File: src/rtl/scrambler_if.sv
// AXI-Stream style beat bundle shared by the scrambler input and output.
// The master drives data/user/last/valid, the slave drives ready.
interface scrambler_if #(
  parameter int WIDTH = 24
);
  logic [WIDTH-1:0] tdata;
  logic [3:0]       tuser;
  logic             tlast;
  logic             tvalid;
  logic             tready;

  modport master (
    output tdata,
    output tuser,
    output tlast,
    output tvalid,
    input  tready
  );

  modport slave (
    input  tdata,
    input  tuser,
    input  tlast,
    input  tvalid,
    output tready
  );
endinterface

File: src/rtl/scrambler.sv
// IEEE 802.11a DATA-field scrambler (x^7 + x^4 + 1).
// Each accepted WIDTH-bit beat is XORed with the frame-synchronous sequence,
// bit 0 first in time. The first beat of a frame starts from the seed port
// (or DEFAULT_SEED when the seed is zero, since all-zero locks the LFSR).
// Output is registered with one skid entry so downstream tready never
// reaches upstream tready combinationally.
module scrambler #(
  parameter int         WIDTH        = 24,
  parameter logic [6:0] DEFAULT_SEED = 7'h5D
) (
  input  logic        aclk,
  input  logic        areset,
  input  logic [6:0]  seed,
  scrambler_if.slave  s_axis,
  scrambler_if.master m_axis
);

  typedef enum logic {
    IDLE,
    ACTIVE
  } state_t;

  state_t           state_q;
  state_t           state_d;

  logic [6:0]       lfsr_q;
  logic [6:0]       beat_state;
  logic [6:0]       lfsr_v;
  logic [6:0]       lfsr_next;
  logic             fb;
  logic [WIDTH-1:0] scr_data;

  logic             accept;
  logic             emit;
  logic             ready_q;

  logic             out_valid_q;
  logic [WIDTH-1:0] out_data_q;
  logic [3:0]       out_user_q;
  logic             out_last_q;

  logic             skid_valid_q;
  logic             skid_valid_d;
  logic [WIDTH-1:0] skid_data_q;
  logic [3:0]       skid_user_q;
  logic             skid_last_q;
  logic             out_free;

  assign accept   = s_axis.tvalid && ready_q;
  assign emit     = out_valid_q && m_axis.tready;
  assign out_free = !out_valid_q || emit;

  assign s_axis.tready = ready_q;
  assign m_axis.tvalid = out_valid_q;
  assign m_axis.tdata  = out_data_q;
  assign m_axis.tuser  = out_user_q;
  assign m_axis.tlast  = out_last_q;

  // Pick the starting LFSR state for the beat on the input: seed at frame start, stored state mid-frame.
  always_comb begin
    beat_state = lfsr_q;
    if (state_q == IDLE) begin
      beat_state = (seed == 7'd0) ? DEFAULT_SEED : seed;
    end
  end

  // Unrolled scrambler: bit i sees the state after i shifts, and the final state is carried to the next beat.
  always_comb begin
    lfsr_v   = beat_state;
    fb       = 1'b0;
    scr_data = '0;
    for (int i = 0; i < WIDTH; i++) begin
      fb          = lfsr_v[6] ^ lfsr_v[3];
      scr_data[i] = s_axis.tdata[i] ^ fb;
      lfsr_v      = {lfsr_v[5:0], fb};
    end
    lfsr_next = lfsr_v;
  end

  // Frame tracking: any accepted tlast ends the frame, any other accepted beat keeps it open.
  always_comb begin
    state_d = state_q;
    if (accept) begin
      state_d = s_axis.tlast ? IDLE : ACTIVE;
    end
  end

  // Frame state and LFSR advance only when a beat is accepted.
  always_ff @(posedge aclk) begin
    if (areset) begin
      state_q <= IDLE;
      lfsr_q  <= 7'h7F;
    end else begin
      state_q <= state_d;
      if (accept) begin
        lfsr_q <= lfsr_next;
      end
    end
  end

  // Skid occupancy next cycle: filled when a beat arrives behind a held output, emptied when the output frees up.
  always_comb begin
    skid_valid_d = skid_valid_q;
    if (skid_valid_q && out_free) begin
      skid_valid_d = 1'b0;
    end else if (!skid_valid_q && accept && !out_free) begin
      skid_valid_d = 1'b1;
    end
  end

  // Output register and skid entry; data, rate and tlast always move together.
  always_ff @(posedge aclk) begin
    if (areset) begin
      out_valid_q  <= 1'b0;
      out_data_q   <= '0;
      out_user_q   <= '0;
      out_last_q   <= 1'b0;
      skid_valid_q <= 1'b0;
      skid_data_q  <= '0;
      skid_user_q  <= '0;
      skid_last_q  <= 1'b0;
      ready_q      <= 1'b0;
    end else begin
      skid_valid_q <= skid_valid_d;
      ready_q      <= !skid_valid_d;
      if (out_free) begin
        if (skid_valid_q) begin
          out_valid_q <= 1'b1;
          out_data_q  <= skid_data_q;
          out_user_q  <= skid_user_q;
          out_last_q  <= skid_last_q;
        end else if (accept) begin
          out_valid_q <= 1'b1;
          out_data_q  <= scr_data;
          out_user_q  <= s_axis.tuser;
          out_last_q  <= s_axis.tlast;
        end else begin
          out_valid_q <= 1'b0;
        end
      end else if (accept) begin
        skid_data_q <= scr_data;
        skid_user_q <= s_axis.tuser;
        skid_last_q <= s_axis.tlast;
      end
    end
  end

endmodule

File: src/flat_wrapper.sv
// flat-port wrapper written by rule: the top's interface ports become plain ports
module scrambler_flat 
#(
  parameter int         WIDTH        = 24,
  parameter logic [6:0] DEFAULT_SEED = 7'h5D
)
  (aclk, areset, seed, s_axis_tdata, s_axis_tuser, s_axis_tlast, s_axis_tvalid, s_axis_tready, m_axis_tdata, m_axis_tuser, m_axis_tlast, m_axis_tvalid, m_axis_tready);
  scrambler_if #(.WIDTH(WIDTH)) s_axis_i ();
  scrambler_if #(.WIDTH(WIDTH)) m_axis_i ();
  input  logic aclk;
  input  logic areset;
  input  logic [6:0] seed;
  input wire logic [$bits(s_axis_i.tdata)-1:0] s_axis_tdata;
  input wire logic [$bits(s_axis_i.tuser)-1:0] s_axis_tuser;
  input wire logic [$bits(s_axis_i.tlast)-1:0] s_axis_tlast;
  input wire logic [$bits(s_axis_i.tvalid)-1:0] s_axis_tvalid;
  output wire logic [$bits(s_axis_i.tready)-1:0] s_axis_tready;
  output wire logic [$bits(m_axis_i.tdata)-1:0] m_axis_tdata;
  output wire logic [$bits(m_axis_i.tuser)-1:0] m_axis_tuser;
  output wire logic [$bits(m_axis_i.tlast)-1:0] m_axis_tlast;
  output wire logic [$bits(m_axis_i.tvalid)-1:0] m_axis_tvalid;
  input wire logic [$bits(m_axis_i.tready)-1:0] m_axis_tready;
  assign s_axis_i.tdata = s_axis_tdata;
  assign s_axis_i.tuser = s_axis_tuser;
  assign s_axis_i.tlast = s_axis_tlast;
  assign s_axis_i.tvalid = s_axis_tvalid;
  assign s_axis_tready = s_axis_i.tready;
  assign m_axis_tdata = m_axis_i.tdata;
  assign m_axis_tuser = m_axis_i.tuser;
  assign m_axis_tlast = m_axis_i.tlast;
  assign m_axis_tvalid = m_axis_i.tvalid;
  assign m_axis_i.tready = m_axis_tready;
  scrambler #(.WIDTH(WIDTH), .DEFAULT_SEED(DEFAULT_SEED)) u_core (.aclk(aclk), .areset(areset), .seed(seed), .s_axis(s_axis_i), .m_axis(m_axis_i));
endmodule
File: config.mk
export PLATFORM = sky130hd
export DESIGN_NAME = scrambler_flat
export DESIGN_NICKNAME = d
export VERILOG_FILES = /design/src/rtl/scrambler_if.sv /design/src/rtl/scrambler.sv /design/src/flat_wrapper.sv
export SDC_FILE = /design/constraint.sdc
export NUM_CORES = 1
export LEC_CHECK = 0
export BUFFER_PORTS_ARGS = -buffer_cell sky130_fd_sc_hd__clkbuf_2
export CORE_MARGIN = 8
export CORE_UTILIZATION = 35
export DETAILED_ROUTE_END_ITERATION = 10
export RECOVER_POWER = 50
export SYNTH_ARGS = -nofsm -noshare
export SYNTH_HDL_FRONTEND = slang
export SYNTH_SLANG_ARGS = --single-unit
File: constraint.sdc
create_clock -name aclk -period 2.8 [get_ports aclk]
set_clock_uncertainty 0.1 [all_clocks]
set_input_delay 0.56 -clock aclk [delete_from_list [all_inputs] [get_ports aclk]]
set_output_delay 0.56 -clock aclk [all_outputs]
set_load 0.02 [all_outputs]
==> results of run 1 <==
==> flip-flops by register name (all words and copies together) (netlist names) <==
signal	flops
u_core.lfsr_q	7
u_core.m_axis.tdata	24
u_core.m_axis.tlast	1
u_core.m_axis.tuser	4
u_core.m_axis.tvalid	1
u_core.s_axis.tready	1
u_core.skid_data_q	24
u_core.skid_last_q	1
u_core.skid_user_q	4
u_core.skid_valid_q	1
u_core.state_q	1
==> worst paths after layout <==
path | from | end | slack [ns] | cells past startpoint
setup / recovery | u_core.state_q | u_core.m_axis.tdata[15] | 0.40 | 5
hold / removal | s_axis_tuser[1] | u_core.skid_user_q[1] | 0.33 | 3
setup reg to reg | u_core.state_q | u_core.m_axis.tdata[15] | 0.40 | 5
hold reg to reg | u_core.skid_last_q | u_core.skid_last_q | 0.36 | 2
==> Yosys cell counts (all sizes together) (2+ instances only) <==
master and n:
a211oi 19, nor4 2, xor2 24, buf 7, o211ai 7, or2 2
xor3 4, dfxtp 69, a32o 4, o22ai 2, a31oi 2, xnor2 31
mux2i 18, nand2 66, clkbuf 23, clkinv 2, a21oi 44, o21ai 14
and3 2, o21bai 2, mux2 3, o211a 4, nor3 3, a21boi 2
nor2 36, nand3 6
==> metrics by stage <==
step                area, sq um  hold slack [ns]  std cells  utilization, %  setup slack, ns
detailed placement         4090            0.346        604            40.4            0.329
CTS                        4340            0.323        620            42.8            0.402
global placement           4090            0.341        604            40.4            0.397
global route               4280            0.339        620            42.3            0.276
finish                     4280            0.334        620            42.3            0.401
floorplan                  3590            0.336        410               -            0.604
==> placed cells by master (no fill, tap or decap), types with 4 or more instances in the layout <==
master	Yosys	final
xor3_1	4	4
mux2i_1	15	15
xnor2_1	29	29
o21ai_0	13	13
clkbuf_1	19	35
xor2_1	24	24
clkbuf_8	4	10
nor2_1	36	35
nand2_1	66	66
buf_4	2	13
nand3_1	6	6
a21oi_1	44	44
dfxtp_1	69	69
clkbuf_2	0	40
a32o_1	4	4
a211oi_1	19	19
o211ai_1	7	7
o211a_1	4	4
==> cell type report <==
cell class | instances | share of cell area (%)
Multi-Input combinational cell | 308 | 47.3
Sequential cell | 69 | 32.2
Timing Repair Buffer | 88 | 10.4
Tap cell | 136 | 3.97
Clock buffer | 11 | 3.30
Clock inverter | 5 | 2.48
Inverter | 3 | 0.263
==> cell families after synthesis <==
family | count (synthesis) | synth area share, %
buffers and inverters | 33 | 5.19
DFF | 69 | 38.4
and+or+nand+nor | 122 | 14.3
xor gates and xnor gates | 59 | 16.5
AOI/OAI and AO/OA | 106 | 19.0
muxes | 21 | 6.58
==> power breakdown <==
group	leakage [nW]	switching, mW	internal, mW
clock	0.120	0.400	0.620
combinational	1.00	0.352	0.260
sequential	0.563	0.0374	1.03
total	1.69	0.789	1.91
==> worst max-delay path, stage by stage, from the launching register on <==
cell      delay, ns
dfxtp_1        0.54
mux2i_1        0.39
a21boi_2       0.46
xnor2_2        0.19
xor3_1         0.37
a41o_1         0.24
==> layer usage <==
layer	vias to the layer above	routed length [um]	track usage (%)
met4	0	112	4.79
met2	79	4850	24.1
met1	1440	4480	17.6
met5	-	0	0
met3	11	625	4.17
li1	1556	-	-
==> out/metrics.cfg, run 1 <==
[clocking]
cts.clk_slew.worst_paths_ns=0.08
cts_setup_buffers=0
cts_tree=built
htree_levels=3
clock_latency_ns=0.35
root_buffer=clkbuf_8
cts_resized=0
cts_hold_buffers=0
cts.sinks=69
cts_buffer_depth=2
numCtsBuffers=9

[detailed_routing]
drt-vias-per-instance=4.98
post_drt_wl_per_cell_um=16.2
first_iter_violations=167
ant_nets=0
drt-pass1-iter-count=5
drcViolationCount=0
wirelength_mm=10.1
vias=3086

[global_routing]
gr-total-overflow=0
grt_pass1_vias=3074
grt_max_degree=51
grt_usage_pct=14.5
grt_pass1_wl_mm=16.3
antenna_found_initial=0

[logic_synthesis]
syn_inst=410
syn-cell-area_sq_um=3590
synth_nets=450
ys_top_cells_by_area=dfxtp_1 38%, xnor2_1 7.1%, nand2_1 6.9%
yosys.area.top_type_share_pct=38.4
synth_seq_area_share_pct=38.4
ys_ff_latch=69
yosys_warnings=0
async_flop_share_pct=0
synth.distinct_cells=46
synth-edff-count=0
avgSynthCellArea_sq_um=8.76
ys.flop_type=dfxtp_1
yosysTopAreaCell=dfxtp_1

[floorplanning]
rows=37
chipHeight_um=117
initial_core_util_pct=35.4
design.core.area_sq_um=10100
die_w_um=117
ios=71
fp.dieArea_sq_um=13800

[final_layout]
multi_input_area_sq_um=2030
diodes=0
n_fill_cell=1032
nNetsFinal=519
seqCellArea_sq_um=1380
syn_to_final_growth_pct=19.2
drive_gt1_share_pct=17.1

[pwr]
power_mw=2.70
total_leakage_power_nw=1.69
ir_worst_vdd_uv=261
cellPowerDensity_nw_per_um2=631

[timing]
tns_ns=0
finalHoldViolCount=0
report.final.slew_viol_count=0
fin_crit_sh_pct=85.7
slew_headroom_pct=6.33
tightestPinTransition_ns=1.41
finalSetupViolations=0
layout_min_cycle_time_ns=2.40
rsz0062_at_grt=false
timing.fmax_mhz=417

[setup_path]
crit_path_end_kind=flop
path_class=reg2reg
worstPathMaxFanout=9
critPathLaunchType=flop
worstPathRequired_ns=2.94
worstPathArrival_ns=2.54

[hold_path]
min_path_type=in2reg

[flow_run]
cap_violations=0

[placement]
hpwl_mm=7.13
gp_congestion=0.829
io_buffers=70

[run_status]
status=finished clean

Note: power is estimated with default switching activity, not from simulation.
==> run 2, diff against run 1 <==
--- a/config.mk
+++ b/config.mk
@@ -5,6 +5,7 @@
 export SDC_FILE = /design/constraint.sdc
 export NUM_CORES = 1
 export LEC_CHECK = 0
+export ABC_CLOCK_PERIOD_IN_PS = 2800
 export BUFFER_PORTS_ARGS = -buffer_cell sky130_fd_sc_hd__clkbuf_2
 export CORE_MARGIN = 8
 export CORE_UTILIZATION = 35
==> constraint.sdc (replaced) <==
create_clock -name aclk -period 2.8 [get_ports aclk]
set_clock_uncertainty 0.1 [all_clocks]
set_input_delay 0.14 -clock aclk [delete_from_list [all_inputs] [get_ports aclk]]
set_output_delay 0.14 -clock aclk [all_outputs]
set_load 0.02 [all_outputs]
==> run 2 against run 1 <==
Net effect: first-iteration DRC count shrank 0.60%; highest routed layer unchanged; final cell count is the same; power shrank 2.9%; core utilization is essentially flat; via count grew 0.19%; clock power shrank 8%.
==> out/metrics.cfg, run 2 (synthesis results as in run 1) <==
[detailed_routing]
drcViolationCount=0
drt-vias-per-instance=4.99
first_iter_violations=166
wirelength_mm=10.2
post_drt_wl_per_cell_um=16.5
vias=3092
drt-pass1-iter-count=4
ant_nets=0

[floorplanning]
rows=37
die_w_um=117
chipHeight_um=117
ios=71
fp.dieArea_sq_um=13800
initial_core_util_pct=35.4
design.core.area_sq_um=10100

[setup_path]
path_cells=nand2_1 -> clkbuf_1 -> or2_1 -> nand2_1 -> a21oi_1
critPathLaunchType=flop
worstPathArrival_ns=2.45
crit_slowest_cell=or2_1
worstPathMaxFanout=20
worstPathRequired_ns=2.98
crit_path_end_kind=flop
crit_path_frequent_cell=nand2_1
path_class=reg2reg
cpPeakStageDelay_ns=0.75

[timing]
finalHoldViolCount=0
report.final.slew_viol_count=0
timing.fmax_mhz=439
tightestPinTransition_ns=0.898
slew_headroom_pct=39.7
rsz0062_at_grt=false
layout_min_cycle_time_ns=2.28
fin_crit_sh_pct=81.3
tns_ns=0
finalSetupViolations=0

[pwr]
total_leakage_power_nw=1.68
cellPowerDensity_nw_per_um2=612
ir_worst_vdd_uv=207
power_mw=2.62

[placement]
dpl_cell_area_sq_um=4060
hpwl_mm=7.23
gp_congestion=0.857
io_buffers=70

[global_routing]
grt_pass1_vias=3122
grt_pass1_wl_mm=16.6
grt_max_degree=51
antenna_found_initial=0
grt_usage_pct=14.9
gr-total-overflow=0

[final_layout]
final_cell_mix=69 x dfxtp_1, 66 x nand2_1, 44 x a21oi_1
n_fill_cell=1079
drive_gt1_share_pct=16.5
diodes=0
finalInstanceArea_sq_um=4290
nNetsFinal=519
layout_commonest_cell=dfxtp_1
syn_to_final_growth_pct=19.3

[run_status]
status=finished clean

[clocking]
htree_levels=3
numCtsBuffers=9
cts_buffer_depth=2
cts_resized=0
cts.sinks=69
cts_tree=built
root_buffer=clkbuf_8
clock_latency_ns=0.35
cts.clk_slew.worst_paths_ns=0.09
cts_setup_buffers=0

[hold_path]
min_path_type=in2reg

[flow_run]
cap_violations=0

## run 2: metrics by stage
step / instances / setup slack (ns) / hold WS, ns / util [%]
after floorplan: 410 / 0.763 / 0.176 / -
after global placement: 599 / 0.634 / 0.283 / 40.0
after detailed placement: 599 / 0.600 / 0.293 / 40.0
after CTS: 620 / 0.578 / 0.00282 / 42.8
after global routing: 620 / 0.284 / 0.0104 / 42.3
final: 620 / 0.524 / 0.0115 / 42.3
## run 2: repair_timing
action                                  4_1_cts  5_1_grt
hold endpoints to repair                      5        0
endpoints found under the setup margin        0        0
hold buffers                                  5        0
## run 2: final cells by class
cell class	count	area [sq um]	area share (%)
Clock buffer	10	138	3.21
Timing Repair Buffer	88	464	10.8
Sequential cell	69	1380	32.2
Multi-Input combinational cell	308	2030	47.3
Clock inverter	6	93.8	2.19
Tap cell	136	170	3.97
Inverter	3	11.3	0.263
## run 2: power by group
group	leakage [nW]	switching, mW	internal, mW
Sequential	0.563	0.0377	1.03
Combinational	1.01	0.358	0.256
Clock	0.113	0.406	0.532
## run 2: final timing paths
check | start | to | slack (ns) | cells past startpoint
max reg2reg | u_core.s_axis.tready | u_core.skid_data_q[20] | 0.52 | 5
min | s_axis_tdata[23] | u_core.m_axis.tdata[23] | 0.01 | 3
min reg2reg | u_core.m_axis.tdata[3] | u_core.m_axis.tdata[3] | 0.35 | 2
max | u_core.s_axis.tready | u_core.skid_data_q[20] | 0.52 | 5
## run 2: layer usage
metal | vias up | GRT usage (%) | wire length, um
met1 | 1455 | 17.9 | 4560
met4 | 0 | 4.14 | 112
li1 | 1547 | - | -
met3 | 10 | 4.60 | 612
met2 | 80 | 25.1 | 4930
met5 | - | 0 | 0
## run 2: worst max-delay path, delay by kind of cell, from the launching register on
| kind | cells | cell delay [ns] |
|---|---|---|
| flip-flops | 1 | 0.32 |
| buffers and inverters | 1 | 0.65 |
| AND/OR/NAND/NOR | 3 | 0.93 |
| AO/OA/AOI/OAI | 1 | 0.17 |
==> run 3, diff against run 2 <==
--- a/config.mk
+++ b/config.mk
@@ -5,7 +5,7 @@
 export SDC_FILE = /design/constraint.sdc
 export NUM_CORES = 1
 export LEC_CHECK = 0
-export ABC_CLOCK_PERIOD_IN_PS = 2800
+export ABC_CLOCK_PERIOD_IN_PS = 2100
 export BUFFER_PORTS_ARGS = -buffer_cell sky130_fd_sc_hd__clkbuf_2
 export CORE_MARGIN = 8
 export CORE_UTILIZATION = 35
==> constraint.sdc (replaced) <==
create_clock -name aclk -period 2.1 [get_ports aclk]
set_clock_uncertainty 0.1 [all_clocks]
set_input_delay 0.105 -clock aclk [delete_from_list [all_inputs] [get_ports aclk]]
set_output_delay 0.105 -clock aclk [all_outputs]
set_load 0.02 [all_outputs]
==> run 3 against run 2 <==
Net effect: critical path depth rose by 2; worst hold slack got worse by 0.0066 ns; final cell count rose by 3.2%; setup slack got worse by 0.47 ns; combinational power rose by 43%.
==> out/metrics.cfg, run 3 (synthesis results as in run 1) <==
[timing]
finalHoldViolCount=0
timing.fmax_mhz=488
finalSetupViolations=0
slew_headroom_pct=43.8
tightestPinTransition_ns=0.844
report.final.slew_viol_count=0
layout_min_cycle_time_ns=2.05
rsz0062_at_grt=true
fin_crit_sh_pct=97.6

[hold_path]
min_path_type=in2reg
hold_start=s_axis_tdata[2]

[global_routing]
antenna_found_initial=0
grt_pass1_wl_mm=16.6
grt_usage_pct=14.6
gr-total-overflow=0
grt_pass1_vias=3242
grt_max_degree=51

[clocking]
clock_latency_ns=0.34
root_buffer=clkbuf_8
cts.clk_slew.worst_paths_ns=0.09
cts.sinks=69
cts_setup_buffers=0
cts_tree=built
cts_buffer_depth=2
numCtsBuffers=9
htree_levels=3

[setup_path]
worstPathArrival_ns=2.18
worstPathMaxFanout=5
crit_path_end_kind=flop
path_class=reg2reg
worstPathRequired_ns=2.23
setup.worst_path.start=u_core.state_q
critPathLaunchType=flop
worstReg2RegStart=u_core.state_q

[pwr]
ir_worst_vdd_uv=314
total_leakage_power_nw=1.80
power_mw=3.66
cellPowerDensity_nw_per_um2=809

[detailed_routing]
wirelength_mm=10.2
vias=3150
ant_nets=0
drt-vias-per-instance=4.92
drt-pass1-iter-count=4
drcViolationCount=0
post_drt_wl_per_cell_um=15.9
first_iter_violations=212

[placement]
gp_congestion=0.845
hpwl_mm=7.18
io_buffers=70

[final_layout]
multi_input_area_sq_um=2080
drive_gt1_share_pct=20.2
seqCellArea_sq_um=1390
layout_commonest_cell=dfxtp_1
n_fill_cell=1019
final_cell_mix=68 x dfxtp_1, 66 x nand2_1, 44 x a21oi_1
syn_to_final_growth_pct=25.8
finish.utilization_pct=44.6
nNetsFinal=539
diodes=0

[floorplanning]
initial_core_util_pct=35.4
rows=37
design.core.area_sq_um=10100
fp.dieArea_sq_um=13800
die_w_um=117
ios=71
chipHeight_um=117

[flow_run]
cap_violations=0

[run_status]
status=finished clean

## run 3: cell types whose count changed in the layout (fill, tap and decap cells not counted), sizes merged
cell,delta
buf,+17
dlygate4sd3,+1
bufinv,+1
clkbuf,+3
inv,-1
clkinvlp,-1
## run 3: per-layer routing
| metal | vias up | global-route usage, % | wire length (um) |
|---|---|---|---|
| li1 | 1596 | - | - |
| met1 | 1473 | 18.1 | 4600 |
| met2 | 68 | 24.4 | 4960 |
| met3 | 13 | 3.36 | 499 |
| met4 | 0 | 4.70 | 141 |
| met5 | - | 0 | 0 |
## run 3: where the power goes
| part | internal (mW) | switching (mW) | total (mW) | leakage (nW) |
|---|---|---|---|---|
| Clock | 0.827 | 0.520 | 1.35 | 0.124 |
| Sequential | 1.38 | 0.0521 | 1.43 | 0.564 |
| Combinational | 0.394 | 0.486 | 0.879 | 1.11 |
| Total | 2.60 | 1.06 | 3.66 | 1.80 |
## run 3: worst paths after layout
check                                 end  slack, ns  cells past startpoint
hold reg to reg     u_core.skid_data_q[5]       0.36                      2
setup / recovery  u_core.m_axis.tdata[12]       0.05                      7
hold / removal      u_core.skid_data_q[2]      0.005                      3
setup reg to reg  u_core.m_axis.tdata[12]       0.05                      7
## run 3: stage by stage
| step | instance area [sq um] | instances | setup TNS, ns | hold WS, ns | setup WS, ns |
|---|---|---|---|---|---|
| after floorplan | 3590 | 410 | 0 | 0.141 | 0.0625 |
| after global placement | 4210 | 618 | -0.0708 | 0.245 | -0.0363 |
| after detailed placement | 4210 | 618 | -0.145 | 0.250 | -0.0602 |
| after CTS | 4530 | 640 | 0 | 0.000300 | 0.0103 |
| after global routing | 4520 | 640 | -0.200 | 0.0220 | -0.0503 |
| final | 4520 | 640 | 0 | 0.00486 | 0.0498 |
## run 3: repair_timing
item                                   CTS  global route
gates resized for setup                  2             9
endpoints found under the hold margin    9             0
pin swaps                                0             3
gates cloned                             0             0
setup endpoints to repair                4             9
hold buffers                             6             0
## run 3: area by class of cell
cell class / instances / share of cell area (%)
Multi-Input combinational cell: 308 / 46.0
Sequential cell: 69 / 30.6
Timing Repair Buffer: 108 / 13.8
Tap cell: 136 / 3.76
Clock buffer: 11 / 3.13
Clock inverter: 5 / 2.38
Inverter: 3 / 0.249
## run 3: worst max-delay path: stages, from the launching register on
cell and delay (ns):
dfxtp_4 0.36, nor4_1 0.37, a21boi_2 0.18, buf_4 0.19
xnor2_2 0.26, xnor2_1 0.19, nand2_1 0.09, a32o_1 0.21
